[src/rtl/nyq_coef_loader.sv]
// nyq_coef_loader: streams NUM_COEF coefficients into NYQ parameter memory, bracketed by flag<-0 / flag<-1 writes.
module nyq_coef_loader #(
  parameter int ADDR_WIDTH = 11,
  parameter int MEM_WIDTH  = 24,
  parameter int NUM_COEF   = 1024,
  parameter int FLAG_ADDR  = 1024
) (
  input  logic                  Clk_CI,
  input  logic                  Rst_RBI,
  input  logic                  Start_SI,
  input  logic                  Abort_SI,
  input  logic [MEM_WIDTH-1:0]  Coef_DI,
  input  logic                  CoefValid_SI,
  output logic                  CoefReady_SO,
  output logic                  WrEn_SO,
  output logic [ADDR_WIDTH-1:0] Addr_DO,
  output logic [MEM_WIDTH-1:0]  PAR_Out_DO,
  output logic                  Busy_SO,
  output logic                  Done_SO,
  output logic [ADDR_WIDTH-1:0] CoefCnt_DO
);
  typedef enum logic [2:0] {IDLE, CLR, LOAD, SET, DONE} state_t;
  localparam logic [ADDR_WIDTH-1:0] LAST_CNT = ADDR_WIDTH'(NUM_COEF - 1);
  localparam logic [ADDR_WIDTH-1:0] FLAG     = ADDR_WIDTH'(FLAG_ADDR);
  state_t                  state_q, state_d;
  logic                    hs, set_wr;
  logic                    wr_d;
  logic [ADDR_WIDTH-1:0]   addr_d, cnt_d;
  logic [MEM_WIDTH-1:0]    par_d;
  // Abort suppresses the handshake in the same cycle, so no write follows it.
  assign hs     = state_q == LOAD && CoefReady_SO && CoefValid_SI && !Abort_SI;
  assign set_wr = state_q == SET && !Abort_SI;
  always_ff @(posedge Clk_CI or negedge Rst_RBI) begin
    if (!Rst_RBI) begin
      state_q      <= IDLE;
      CoefReady_SO <= 1'b0;
      WrEn_SO      <= 1'b0;
      Addr_DO      <= '0;
      PAR_Out_DO   <= '0;
      Busy_SO      <= 1'b0;
      Done_SO      <= 1'b0;
      CoefCnt_DO   <= '0;
    end else begin
      state_q      <= state_d;
      CoefReady_SO <= state_d == LOAD;
      WrEn_SO      <= wr_d;
      Addr_DO      <= addr_d;
      PAR_Out_DO   <= par_d;
      Busy_SO      <= state_d != IDLE;
      Done_SO      <= state_q == DONE;
      CoefCnt_DO   <= cnt_d;
    end
  end
  always_comb begin
    state_d = state_q;
    case (state_q)
      IDLE:    state_d = (Start_SI && !Abort_SI) ? CLR : IDLE;
      CLR:     state_d = Abort_SI ? IDLE : LOAD;
      LOAD:    state_d = Abort_SI ? IDLE : (hs && CoefCnt_DO == LAST_CNT) ? SET : LOAD;
      SET:     state_d = Abort_SI ? IDLE : DONE;
      DONE:    state_d = IDLE;
      default: state_d = IDLE;
    endcase
  end
  always_comb begin
    wr_d   = (state_q == IDLE && state_d == CLR) || hs || set_wr;
    addr_d = hs ? CoefCnt_DO : wr_d ? FLAG : '0;
    par_d  = hs ? Coef_DI : set_wr ? MEM_WIDTH'(1) : '0;
    cnt_d  = (state_q == IDLE && state_d == CLR) ? '0 : hs ? CoefCnt_DO + 1'b1 : CoefCnt_DO;
  end
endmodule

[config.mk]
export PLATFORM = sky130hd
export DESIGN_NAME = nyq_coef_loader
export DESIGN_NICKNAME = d
export VERILOG_FILES = /design/src/rtl/nyq_coef_loader.sv
export SDC_FILE = /design/constraint.sdc
export NUM_CORES = 1
export LEC_CHECK = 0
export ABC_CLOCK_PERIOD_IN_PS = 2800
export CAP_MARGIN = 20
export CORE_ASPECT_RATIO = 1.25
export CORE_UTILIZATION = 47
export CTS_BUF_LIST = sky130_fd_sc_hd__clkbuf_4
export CTS_CLUSTER_SIZE = 24
export DETAILED_ROUTE_END_ITERATION = 10
export PLACE_DENSITY = 0.95
export SKIP_CTS_REPAIR_TIMING = 1
export SLEW_MARGIN = 0
export SYNTH_ARGS = -nofsm -noshare
export SYNTH_HDL_FRONTEND = slang
export SYNTH_SLANG_ARGS = --single-unit
[constraint.sdc]
create_clock -name Clk_CI -period 2.8 [get_ports Clk_CI]
set_input_delay 0.84 -clock Clk_CI [delete_from_list [all_inputs] [get_ports Clk_CI]]
set_output_delay 0.84 -clock Clk_CI [all_outputs]
set_load 0.02 [all_outputs]
Yosys cells after proc, flatten, opt, wreduce, memory -nomap -nowiden
Cells that the tools add are included.
- flip-flop bits (word level): 53
- output and inout port bits: 50
- input port bits: 29
- equal/unequal tests: 7
- muxes and demuxes: 12
- add/subtract/negate cells: 1
- reduce and logical (&&, ||, !) cells: 13
- operator list (cell ; count):
    $mux W11 ; 4
    $mux W24 ; 1
    $pmux W3 S4 ; 1
    $add A11 B1 Y11 const B ; 1
    $eq A11 B10 Y1 const B ; 1
    $eq A3 B2 Y1 const B ; 3
    $logic_and A1 B1 Y1 ; 7
    $eq A3 B1 Y1 const B ; 2
    $mux W2 ; 2
    $eq A3 B3 Y1 const B ; 1
    $logic_not A3 Y1 ; 1
    $mux W1 ; 3
    $mux W3 ; 1
    $reduce_bool A3 Y1 ; 1
    $logic_or A1 B1 Y1 ; 2
    $reduce_bool A2 Y1 ; 1
    $logic_not A1 Y1 ; 1

Depth between registers and ports, before layout
- depth after elaboration: 14
- mapped depth: 6
- depth with buffers taken out: 5

Least setup slack after synthesis
No wires, ideal clock.
- kind: input -> register
- start: in Abort_SI
- end: reg CoefCnt_DO[9]
- arrival: 2103 ps
- data required time: 2722 ps
- stages on the path: 4
- setup time: 78 ps
- slack: 619 ps
- cells stage by stage: nand4b_1 -> or4_1 -> or3_1 -> a21oi_1
- word-level cells in the longest chain between the ends: 9
- elaborated cells on any way between the ends: 14
- those cells by class: 1 x eq/ne; 7 x mux; 6 x reduce/logical
- ends and longest elaborated chain (what ; line ; RTL):
    from (decl) ; 11 ; input logic Abort_SI,
    $logic_not A1 Y1 ; 31, 57 ;
    $logic_and A1 B1 Y1 ; 31 ; assign hs = state_q == LOAD && CoefReady_SO && CoefValid_SI && !Abort_SI;
    $logic_and A1 B1 Y1 ; 59 ; LOAD: state_d = Abort_SI ? IDLE : (hs && CoefCnt_DO == LAST_CNT) ? SET : LOAD;
    $mux W1 ; 59 ;
    $mux W2 ; 59 ;
    $pmux W3 S4 ; 56 ; case (state_q)
    $eq A3 B1 Y1 ; 69 ; cnt_d = (state_q == IDLE && state_d == CLR) ? '0 : hs ? CoefCnt_DO + 1'b1 : CoefCnt_DO;
    $logic_and A1 B1 Y1 ; 69 ;
    $mux W11 or $reduce_bool A2 Y1 (tied branches) ; n/a ;
    to (signal assigned) ; 51 ; CoefCnt_DO <= cnt_d;
    to (decl) ; 20 ; output logic [ADDR_WIDTH-1:0] CoefCnt_DO
Parallel ways exist; a longest one is shown, timed or not.
A chain may end at the register's enable or synchronous reset.

Worst setup path in the final report
- start: reg CoefCnt_DO[6]
- end: out CoefCnt_DO[6]
No word-level cell between the ends.

==> results.md <==
* Inst Count DP at about 290
* Met2 Routed Length at between 2000 and 2500 µm
* Antenna violations before repair at 0
* Crit share post-route at 0.832
* M1 WL at between 1000 and 1500 µm
* Clock transition at path regs at ~0.13 ns
* Max Cap Viol at 0
* Starting Density at 0.500
* Crit path launch type: flop
* Delay-heaviest family, CP: buffers and inverters
* Routed WL at slightly above 4000 µm
* ANT nets after route at 0
* Core ar. at 3850 µm²
* Worst-case reg-to-reg path depth at 4
* Final Wtd Congestion at between 0.7 and 0.8
* Clk Latency, worst-skew pair at around 0.36 ns
* Least-Margin Pin Slew at 0.574 ns
* Fin util at 0.742
* Worst path bufs/invs at 1
* Via/cell ratio at about 4.8
* Root Buffer: clkbuf_4
* Mapped cell area at roughly 1900 µm²
* Number of synthesized flops with an enable pin at 0
* Met3 WL at roughly 200 µm
* LEAKAGE at approximately 0.0013 µW
* Mapped Avg Cell Area at between 10 and 15 µm²
* Num CTS Buffers at 5
* Port Buffer Count at between 70 and 80
* I/O Pins at slightly below 80
* Setup Crit Path Kind: reg -> out
* Pre-antenna DRT Iters at 4
* Layout Cells excl Fill at approximately 290
* Setup TNS at 0 ns
* Clk sink count at 53
* Status: finished, final reports clean
* Max clock buf depth at 2
* Tot GR Track Use at 0.217
* Worst stage delay on the critical path at 0.65 ns
* Vias at about 1,400
* Area after DPL at 2800 µm²
* Clock skew at between 0.005 and 0.006 ns
* Worst r2r dst: CoefCnt_DO[9]$_DFFE_PN0P_
* DIE HEIGHT at roughly 73 µm
* CP startpoint: CoefCnt_DO[6]$_DFFE_PN0P_
* CP endpoint kind: output pin
* Period minus WS final at between 2 and 2.5 ns
* Number of inserted diodes at 0
* Max Slew Vio Count at 0
* DIE WIDTH at 59.2 µm
* Top sig layer: met4
* #FFs+latches synth at 53
* Arrival @ worst endpoint at ~1.5 ns
* Worst path required time at 1.96 ns
* Synth-to-Final Area Change at 48.6%
* Fmax at between 400 and 500 MHz
* Pwr Density at approximately 430 nW/µm²
* Syn nets at about 180
* FF-to-FF Start: state_q[2]$_DFF_PN0_
* Vias in the first global route at between 1,000 and 1,500
* Total grt overflow at 0
* Post-route cell area at between 2000 and 3000 µm²
* Reg-to-reg slack, setup at approximately 0.58 ns
* Die area at between 4000 and 5000 µm²
* Routed WL per cell at roughly 14 µm
* Most frequent cells in the layout: clkdlybuf4s50_1, dfrtp_1, and2_1
* Hold Path Class: in -> async
* Share of cells above drive strength 1 at 0.0628
* Residual DRC count at 0
* Worst rel slew slack at 0.618
* Post-Syn Instances at 154
* Most common cell after layout, fill and taps aside: clkdlybuf4s50_1
* Post-DP HPWL at approximately 3100 µm
* H-tree Lvls at 2
* CTS tree: done
* Unrepaired setup endpoints after global routing: no
* CP Cell Sequence: clkdlybuf4s50_1
* Unique masters post-synth at 25
* Sequential cell area fraction in the yosys report at 0.690
* Peak VDD IR at roughly 0.34 mV
* Yosys warning total at 0
* Top FF cell, synth: dfrtp_1
* Pin count of the biggest net entering global routing at 29
* First-pass GRT wire length at ~6700 µm
* Async S/R FF share, synth at 1.00
* Slowest-stage cell, CP: clkdlybuf4s50_1
* Final Hold Fails at 0
* Final setup violation count at 0
* Final #Nets at 268
* Iter 0 DRT Violations at 42
* Crit Path Max Fanout at 6
* Num rows at 25
## synthesized netlist by cell type, drive strengths merged, types with 3 or more instances
library cell / count / share of area
a21oi: 3 / 0.0078
xnor2: 9 / 0.041
nand2: 5 / 0.0098
nor4: 5 / 0.016
nor3: 6 / 0.016
clkbuf: 6 / 0.012
dfrtp: 53 / 0.69
and2: 33 / 0.11
nor2: 12 / 0.023
## through the flow
| stage | hold WS [ns] | setup slack, ns | total power (µW) |
|---|---|---|---|
| after global placement | 0.498 | 0.253 | 905 |
| final | 0.452 | 0.471 | 1230 |
| after detailed placement | 0.532 | 0.173 | 908 |
| after floorplan | 0.469 | 0.619 | 830 |
| after global routing | 0.482 | 0.402 | 1280 |
| after CTS | 0.451 | 0.462 | 1240 |
## area by class of cell
cell class	instances	area [µm²]
Sequential cell	53	1330
Fill cell	273	992
Timing Repair Buffer	83	826
Multi-Input combinational cell	93	568
Tap cell	54	67.6
Clock buffer	7	52.6
Clock inverter	1	7.51
Inverter	2	7.51
## routing by layer
layer | global-route usage | vias up
met5 | 0 | -
met4 | 0.116 | 0
met3 | 0.0563 | 9
met2 | 0.398 | 57
met1 | 0.218 | 684
li1 | - | 670
## worst max-delay path by stage
| stage | endpoint | cells after the start |
|---|---|---|
| 6_report | CoefCnt_DO[6] | 1 |
| 5_1_grt | CoefCnt_DO[6] | 1 |
| 4_1_cts | CoefCnt_DO[6] | 1 |
| 3_5_place_dp | CoefCnt_DO[9]$_DFFE_PN0P_ | 5 |
| 3_3_place_gp | CoefCnt_DO[9]$_DFFE_PN0P_ | 5 |
| 2_1_floorplan | CoefCnt_DO[9]$_DFFE_PN0P_ | 4 |
## registers in the layout (all words and copies together) (netlist names)
name	flops
Done_SO	1
state_q	3
Busy_SO	1
CoefReady_SO	1
CoefCnt_DO	11
WrEn_SO	1
Addr_DO	11
PAR_Out_DO	24
## power by group
| part | total (µW) | leakage [µW] | internal (µW) | switching (µW) |
|---|---|---|---|---|
| clock network | 336 | 0.0000324 | 119 | 218 |
| logic | 109 | 0.000510 | 59.9 | 49.6 |
| registers | 783 | 0.000736 | 775 | 7.91 |
## cells by family after synthesis
| family | share of synthesized area |
|---|---|
| and+or+nand+nor | 0.221 |
| DFF | 0.690 |
| adders and majority gates | 0.00651 |
| buffers and inverters | 0.0156 |
| AOI/OAI and AO/OA | 0.0254 |
| xor gates and xnor gates | 0.0410 |
No activity file was read; power rests on OpenSTA's default activity.
